### src/rtl/poly_pitch_generator.sv
// Polyphonic square-wave pitch generator: NUM_VOICES independent voices driven from an
// equal-tempered period table, note changes applied only at wave-cycle boundaries.
module poly_pitch_generator #(
  parameter int NUM_VOICES = 4,
  parameter int CNT_W      = 23,
  localparam int MIX_W     = $clog2(NUM_VOICES + 1)
) (
  input  logic                    clk,
  input  logic                    rst,
  input  logic [NUM_VOICES-1:0]   load,
  input  logic [4*NUM_VOICES-1:0] note,
  input  logic [4*NUM_VOICES-1:0] octave,
  input  logic [2*NUM_VOICES-1:0] duty,
  output logic [NUM_VOICES-1:0]   wave,
  output logic [NUM_VOICES-1:0]   active,
  output logic [NUM_VOICES-1:0]   busy,
  output logic [MIX_W-1:0]        mix
);

  // Voice FSM; active[i] is a direct view of voice i's state (PLAY = 1).
  typedef enum logic {IDLE = 1'b0, PLAY = 1'b1} voice_state_e;

  // Octave-0 period in clk cycles for C..B; anything else is a rest.
  function automatic logic [CNT_W-1:0] base_period(input logic [3:0] n);
    logic [CNT_W-1:0] b;
    case (n)
      4'd1:    b = CNT_W'(6115609);
      4'd2:    b = CNT_W'(5772372);
      4'd3:    b = CNT_W'(5448403);
      4'd4:    b = CNT_W'(5142604);
      4'd5:    b = CNT_W'(4853968);
      4'd6:    b = CNT_W'(4581524);
      4'd7:    b = CNT_W'(4324380);
      4'd8:    b = CNT_W'(4081682);
      4'd9:    b = CNT_W'(3852599);
      4'd10:   b = CNT_W'(3636364);
      4'd11:   b = CNT_W'(3432275);
      4'd12:   b = CNT_W'(3239632);
      default: b = '0;
    endcase
    return b;
  endfunction

  function automatic logic is_tone(input logic [3:0] n);
    return (n >= 4'd1) && (n <= 4'd12);
  endfunction

  function automatic logic [CNT_W-1:0] calc_period(input logic [3:0] n, input logic [3:0] o);
    logic [3:0] oc;
    oc = (o > 4'd9) ? 4'd9 : o;
    return base_period(n) >> oc;
  endfunction

  function automatic logic [CNT_W-1:0] calc_thr(input logic [CNT_W-1:0] p, input logic [1:0] d);
    logic [CNT_W-1:0] t;
    case (d)
      2'd0:    t = p >> 1;
      2'd1:    t = p >> 2;
      2'd2:    t = p >> 3;
      default: t = p - (p >> 2);
    endcase
    return t;
  endfunction

  // Request handshake: load is a one-cycle strobe that is always accepted. An idle voice
  // applies it at once; a playing voice parks it and raises busy until the wrap edge.
  for (genvar v = 0; v < NUM_VOICES; v++) begin : g_voice
    voice_state_e     state_q, state_d;
    logic [CNT_W-1:0] cnt_q, cnt_d;
    logic [CNT_W-1:0] period_q, period_d;
    logic [CNT_W-1:0] thr_q, thr_d;
    logic             busy_q, busy_d;
    logic             wave_q, wave_d;
    logic [3:0]       pnote_q, pnote_d;
    logic [3:0]       poct_q, poct_d;
    logic [1:0]       pduty_q, pduty_d;
    logic             apply;
    logic [3:0]       a_note, a_oct;
    logic [1:0]       a_duty;
    logic             ld;
    logic [3:0]       in_note, in_oct;
    logic [1:0]       in_duty;

    assign ld      = load[v];
    assign in_note = note[4*v +: 4];
    assign in_oct  = octave[4*v +: 4];
    assign in_duty = duty[2*v +: 2];

    always_comb begin
      state_d  = state_q;
      cnt_d    = cnt_q;
      period_d = period_q;
      thr_d    = thr_q;
      busy_d   = busy_q;
      pnote_d  = pnote_q;
      poct_d   = poct_q;
      pduty_d  = pduty_q;
      apply    = 1'b0;
      a_note   = in_note;
      a_oct    = in_oct;
      a_duty   = in_duty;
      if (state_q == IDLE) begin
        apply = ld;
      end else if (cnt_q == period_q - CNT_W'(1)) begin
        // Wrap edge: a live request beats a parked one.
        busy_d = 1'b0;
        if (ld) begin
          apply = 1'b1;
        end else if (busy_q) begin
          apply  = 1'b1;
          a_note = pnote_q;
          a_oct  = poct_q;
          a_duty = pduty_q;
        end else begin
          cnt_d = '0;
        end
      end else begin
        cnt_d = cnt_q + CNT_W'(1);
        if (ld) begin
          busy_d  = 1'b1;
          pnote_d = in_note;
          poct_d  = in_oct;
          pduty_d = in_duty;
        end
      end
      if (apply) begin
        cnt_d = '0;
        if (is_tone(a_note)) begin
          state_d  = PLAY;
          period_d = calc_period(a_note, a_oct);
          thr_d    = calc_thr(period_d, a_duty);
        end else begin
          state_d = IDLE;
        end
      end
      wave_d = (state_q == PLAY) && (cnt_q < thr_q);
    end

    always_ff @(posedge clk or posedge rst) begin
      if (rst) begin
        state_q  <= IDLE;
        cnt_q    <= '0;
        period_q <= '0;
        thr_q    <= '0;
        busy_q   <= 1'b0;
        wave_q   <= 1'b0;
        pnote_q  <= '0;
        poct_q   <= '0;
        pduty_q  <= '0;
      end else begin
        state_q  <= state_d;
        cnt_q    <= cnt_d;
        period_q <= period_d;
        thr_q    <= thr_d;
        busy_q   <= busy_d;
        wave_q   <= wave_d;
        pnote_q  <= pnote_d;
        poct_q   <= poct_d;
        pduty_q  <= pduty_d;
      end
    end

    assign wave[v]   = wave_q;
    assign active[v] = (state_q == PLAY);
    assign busy[v]   = busy_q;
  end

  logic [MIX_W-1:0] mix_q, mix_d;

  always_comb begin
    mix_d = '0;
    for (int i = 0; i < NUM_VOICES; i++) begin
      mix_d = mix_d + MIX_W'(wave[i]);
    end
  end

  always_ff @(posedge clk or posedge rst) begin
    if (rst) begin
      mix_q <= '0;
    end else begin
      mix_q <= mix_d;
    end
  end

  assign mix = mix_q;

endmodule
### config.mk
export PLATFORM = sky130hd
export DESIGN_NAME = poly_pitch_generator
export DESIGN_NICKNAME = d
export VERILOG_FILES = /design/src/rtl/poly_pitch_generator.sv
export SDC_FILE = /design/constraint.sdc
export NUM_CORES = 2
export LEC_CHECK = 0
export CORE_ASPECT_RATIO = 1.25
export CORE_MARGIN = 2
export CORE_UTILIZATION = 60
export DETAILED_ROUTE_END_ITERATION = 10
export DONT_BUFFER_PORTS = 1
export PLACE_DENSITY = 0.76
export SYNTH_ARGS = -nofsm -noshare
export SYNTH_HDL_FRONTEND = slang
export SYNTH_SLANG_ARGS = --single-unit
### constraint.sdc
create_clock -name clk -period 14.8 [get_ports clk]
set_clock_uncertainty 0.2 [all_clocks]
set_input_delay 2.22 -clock clk [delete_from_list [all_inputs] [get_ports clk]]
set_output_delay 2.22 -clock clk [all_outputs]
set_load 0.01 [all_outputs]
Word level (Yosys, flattened, before mapping). Memories as Yosys holds them, arrays and structs flattened. Cells that the tools add are included.

Register bits after elaboration: 331. ROM bits: 1472. Output and inout bits: 15. Logic and storage cells: 248. Memories kept: 4.

Memory list: (no name shown) (depth 16, width 23, read ports 1, clocked after Yosys merged registers in 0, wr ports 0, line 26) `case (n)`; (no name shown) (depth 16, width 23, read ports 1, clocked after Yosys merged registers in 0, wr ports 0, line 26); (no name shown) (depth 16, width 23, read ports 1, clocked after Yosys merged registers in 0, wr ports 0, line 26); (no name shown) (depth 16, width 23, read ports 1, clocked after Yosys merged registers in 0, wr ports 0, line 26).

$add $sub $neg: 15. Order comparisons: 16. Equality and inequality tests: 20. Shift-type cells: 4. Mux-type cells: 112. Bitwise logic cells: 4. Reductions and logical operators: 36.

Operators by type and width (count): $mux 23 (28); $pmux 23 s3 (4); $mux 4 (36); $add 23x1->23 const B (4); $eq 23x23->1 (4); $lt 23x23->1 (4); $shr 23x4->23 (4); $sub 23x1->23 const B (4); $sub 23x21->23 (4); $mux 2 (16); $mux 1 (28); $ne 3x3->1 const B (8); $reduce_and 3->1 (8); $ge 4x1->1 const B (4); $gt 4x4->1 const B (4); $le 4x4->1 const B (4); $reduce_and 2->1 (8); $reduce_bool 2->1 (8); $eq 2x1->1 const B (4); $eq 2x2->1 const B (4); $logic_and 1x1->1 (8); $logic_not 2->1 (4); $not 1->1 (4); $add 2x1->3 (1); 2 further kinds (2).

Logic depth before layout (Yosys ltp).
Depth in word-level cells: 11. Gate-level depth with buffers: 45. Depth with buffers taken out: 38.

Worst setup path before layout. OpenSTA, ideal clock, no wires.

Kind: input port to flip-flop. Start: input port load[1]. End: register g_voice[1].thr_q[22]. Arrival time: 9.108 ns. Required time: 14.490 ns. Path slack: 5.382 ns. Cell stages on the path: 36. Path through: clkbuf_1 nor2_1 o21ai_0 a211o_1 nor4_2 buf_4 buf_4 buf_4 buf_2 mux2i_1 ha_1 clkbuf_1 nand2_1 mux2i_1 a211oi_1 o31ai_1 mux2_2 a21oi_1 o21ai_0 ha_1 fa_1 nor2b_1 o21ai_0 a21boi_0 o221a_2 a41o_1 o221a_2 a21bo_2 o31ai_1 a21boi_0 o21a_1 o21a_1 o21a_1 nor3b_1 xor2_1 o41ai_1.

Longest elaborated chain between the ends: 9.

RTL lines: start: declaration (line 10) `input logic [NUM_VOICES-1:0] load,`; $mux 4 (line 107) `if (ld) begin`; $mux 4 (line 104) `end else if (cnt_q == period_q - CNT_W'(1)) begin`; $mux 4 (line 102) `if (state_q == IDLE) begin`; $mem_v2 16x23; $mux 23 (line 128) `if (is_tone(a_note)) begin`; $mux 23 (line 126) `if (apply) begin`; $shr 23x4->23 (line 51) `return base_period(n) >> oc;`; $sub 23x21->23 (line 60) `default: t = p - (p >> 2);`; $pmux 23 s3 (line 56) `case (d)`; end signal: assignment (line 154) `thr_q <= thr_d;`; end: declaration (line 71) `logic [CNT_W-1:0] thr_q, thr_d;`.

Parallel ways exist; a longest one is shown, timed or not. The select of a mux whose other input is x is not followed. A chain may end at the register's enable or synchronous reset.

Final worst setup path.
Start: register g_voice[1].period_q[0]. End: register g_voice[1].thr_q[22].

Longest elaborated chain between the ends: 10.

RTL lines: start: declaration (line 70) `logic [CNT_W-1:0] period_q, period_d;`; start signal: assignment (line 153) `period_q <= period_d;`; $sub 23x1->23 (*) (line 104); $eq 23x23->1 (*) (line 104); $mux 4 (line 104); $mux 4 (line 102); $mem_v2 16x23; $mux 23 (line 128); $mux 23 (line 126); $shr 23x4->23 (line 51); $sub 23x21->23 (line 60); $pmux 23 s3 (line 56).

Mark *: on every way between the ends. The rest lies on a longest branch, timed or not. The select of a mux whose other input is x is not followed.

==> flow_summary.json <==
{
  "die_h_um": 268.1,
  "power_density_nw_per_um2": 145.5,
  "antenna_left": 0,
  "vias": 32440,
  "fin_setup_tns_ps": 0,
  "final_common_cell": "o21ai_0",
  "min_period_over_period_pct": 71.59,
  "hold_class": "flop to flop",
  "post_cts_resized": 0,
  "startpoint_type": "flop",
  "nets": 4495,
  "netlist_area_um2": 33480,
  "cap_violations": 0,
  "finalWirelength_um": 94080,
  "viasPerCell": 6.492,
  "crit_fanout": 55,
  "tightest_slew_ps": 1093,
  "antenna_found_initial": 1,
  "relSlewSlack_pct": 27.11,
  "drc_errors": 0,
  "utilization_pct": 63.61,
  "timing.fmax_ghz": 0.09438,
  "antenna_cells": 0,
  "crit_slowest_cell": "o21ai_0",
  "synthFlopType": "dfrtp_1",
  "dpl_cell_area_um2": 33740,
  "top_layer": "met4",
  "ir_drop_mv": 0.08283,
  "area_delta_synth_final_pct": 4.526,
  "grt.overflow.total": 0,
  "post-route-min-period_ps": 10600,
  "die_width_um": 215.3,
  "grt_max_degree": 159,
  "syn_nets": 4665,
  "holdBufCountCts": 0,
  "synth.distinct_cells": 106,
  "hold_viol_final": 0,
  "design.die.area_um2": 57720,
  "p_total_mw": 5.092,
  "slowest_delay_ps": 660,
  "cts.clk_slew.worst_paths_ps": 70,
  "postLayoutSetupSlackWorst_ps": 4205,
  "dr_wl_met2_um": 45540,
  "initial_core_util_pct": 60.86,
  "required_ps": 15070,
  "worstPathArrival_ps": 10860,
  "cts_tree": "done",
  "ys_seq_area_share_pct": 24.74,
  "grt_pass1_vias": 30580,
  "io_buffers": 0,
  "synth_warnings": 0,
  "cts_setup_buffers": 0,
  "ys_async_sr_fraction_pct": 100.0,
  "drive_gt1_share_pct": 6.853,
  "cts_buffers": 40,
  "wl_per_cell_um": 18.83,
  "status": "finished, final reports clean",
  "postLayoutCellArea_um2": 35000,
  "slew_viol_final": 0,
  "synth_cells": 4401,
  "synth.avg_cell_area_um2": 7.608,
  "nFillCells": 5004,
  "grt_pass1_wl_um": 154000,
  "drt_iter0_markers": 2773,
  "rows": 96,
  "clk_path_buf_depth": 3,
  "worst_skew_pair.late_latency_ps": 580,
  "synth_edf_count": 0,
  "worstSetupEndpointType": "flop",
  "dr_wl_met3_um": 5003,
  "wl_met1_um": 39170,
  "routabilityCongestion": 0.9860,
  "ys_seq_elements": 331,
  "leakagePower_nw": 15.20,
  "cts-root-buf": "clkbuf_16",
  "rsz0062_at_grt": "false",
  "final_cell_mix": "o21ai_0 (508), nand2_1 (496), nor2_1 (349)",
  "worstSetupPathType": "flop to flop",
  "core_um2": 55010,
  "numClockSinks": 331,
  "setup_viol_count_final": 0,
  "track_usage_pct": 31.84,
  "pre_cts_ws_ps": 4426,
  "cts_htree_levels": 2,
  "dp_hpwl_um": 69920,
  "boundaryPins": 61,
  "drt-pass1-iter-count": 7
}
Yosys cell counts, types with 12 or more instances:
cell type	number	area share, %
nand4_1	33	0.62
a311oi_1	13	0.34
xor2_1	66	1.7
nand2b_1	78	1.5
nor4_1	28	0.52
a22oi_1	19	0.43
o32ai_1	14	0.37
mux2_2	90	3.0
o211ai_1	54	1.2
a211oi_1	69	1.5
o21ai_1	13	0.19
o22ai_1	60	1.1
dfrtp_1	331	25
o211a_1	12	0.36
o31ai_1	39	0.87
o21a_1	29	0.65
or4_1	24	0.54
ha_1	213	8.0
nand3_1	110	1.6
a211o_1	24	0.63
nor2b_1	39	0.73
or3_1	36	0.67
and3_1	82	1.5
buf_4	21	0.47
buf_2	32	0.48
clkbuf_1	183	2.1
a221oi_1	27	0.71
buf_1	21	0.24
and2_1	26	0.49
or2_2	19	0.36
inv_1	250	2.8
a31oi_1	45	0.84
nor3b_1	14	0.31
nand2_1	496	5.6
a21oi_1	247	3.7
xnor2_1	109	2.9
a21o_1	66	1.5
o21ai_0	509	7.6
nor3_1	117	1.7
nor2_1	349	3.9
nand3b_1	12	0.27
mux2i_1	131	3.9
o221ai_1	21	0.55
per-stage QoR:
| stage | hold slack [ps] | std cells |
|---|---|---|
| finish | 280.8 | 4996 |
| global route | 307.5 | 4996 |
| CTS | 281.9 | 4996 |
| detailed placement | 268.2 | 4924 |
| global placement | 261.7 | 4924 |
| floorplan | 243.2 | 4401 |
routing by layer:
| metal | vias up | global-route usage [%] |
|---|---|---|
| met1 | 15370 | 38.82 |
| met3 | 279 | 4.380 |
| met4 | 0 | 15.40 |
| li1 | 15720 | - |
| met2 | 1072 | 55.54 |
| met5 | - | 0 |
registers in the layout, indices dropped and copies added, names as in the netlist:
signal	flops
g_voice.pnote_q	16
g_voice.period_q	92
mix	3
g_voice.state_q	4
g_voice.poct_q	16
g_voice.pduty_q	8
g_voice.cnt_q	92
g_voice.wave_q	4
g_voice.busy_q	4
g_voice.thr_q	92
cell type report:
| cell class | count | area [µm²] | share of cell area, % |
|---|---|---|---|
| repair buffers | 51 | 395.4 | 1.130 |
| inverters | 255 | 967.2 | 2.764 |
| clock inverters | 17 | 136.4 | 0.3897 |
| clock buffers | 55 | 1119 | 3.196 |
| multi-input cells | 3552 | 23180 | 66.22 |
| well taps | 735 | 919.6 | 2.628 |
| flip-flops and latches | 331 | 8283 | 23.67 |
logic make-up (layout without fill, tap and decap cells):
logic type / Yosys count / count (layout) / synth area share [%]
AND/OR/NAND/NOR: 1507 / 1507 / 21.61
AO/OA/AOI/OAI: 1426 / 1426 / 27.30
buffers and inverters: 518 / 378 / 6.316
flip-flops: 331 / 331 / 24.74
multiplexers: 225 / 225 / 7.138
adder cells (fa/ha/maj): 218 / 218 / 8.259
XOR/XNOR: 176 / 176 / 4.645
final timing paths:
check / startpoint / end / slack (ps) / cells after the start
worst max register to register: g_voice[1].period_q[0]$_DFFE_PP0P_ / g_voice[1].thr_q[22]$_DFFE_PP0P_ / 4200 / 35
max in group asynchronous: rst / g_voice[1].cnt_q[16]$_DFFE_PP0P_ / 11580 / 2
worst min register to register: g_voice[3].thr_q[22]$_DFFE_PP0P_ / g_voice[3].thr_q[22]$_DFFE_PP0P_ / 280 / 2
worst min-delay path: g_voice[3].thr_q[22]$_DFFE_PP0P_ / g_voice[3].thr_q[22]$_DFFE_PP0P_ / 280 / 2
min in group asynchronous: rst / g_voice[3].poct_q[3]$_DFFE_PP0P_ / 1430 / 1
worst max-delay path: g_voice[1].period_q[0]$_DFFE_PP0P_ / g_voice[1].thr_q[22]$_DFFE_PP0P_ / 4200 / 35
critical path, delay by kind of cell (launching register included):
kind                     cells  cell delay (ps)
AO/OA/AOI/OAI               18             4590
XOR/XNOR                     1              100
adder cells (fa/ha/maj)      4             1400
buffers and inverters        3              910
flip-flops                   1              430
multiplexers                 2              670
AND/OR/NAND/NOR              7             2140
power breakdown:
part	internal, mW	leakage (nW)	switching (mW)	total (mW)
Clock	0.550	0.614	0.420	0.970
Combinational	1.05	10.5	1.44	2.49
Sequential	1.22	4.12	0.406	1.63
Total	2.83	15.2	2.27	5.09
Power figures use the tool's default switching activity.
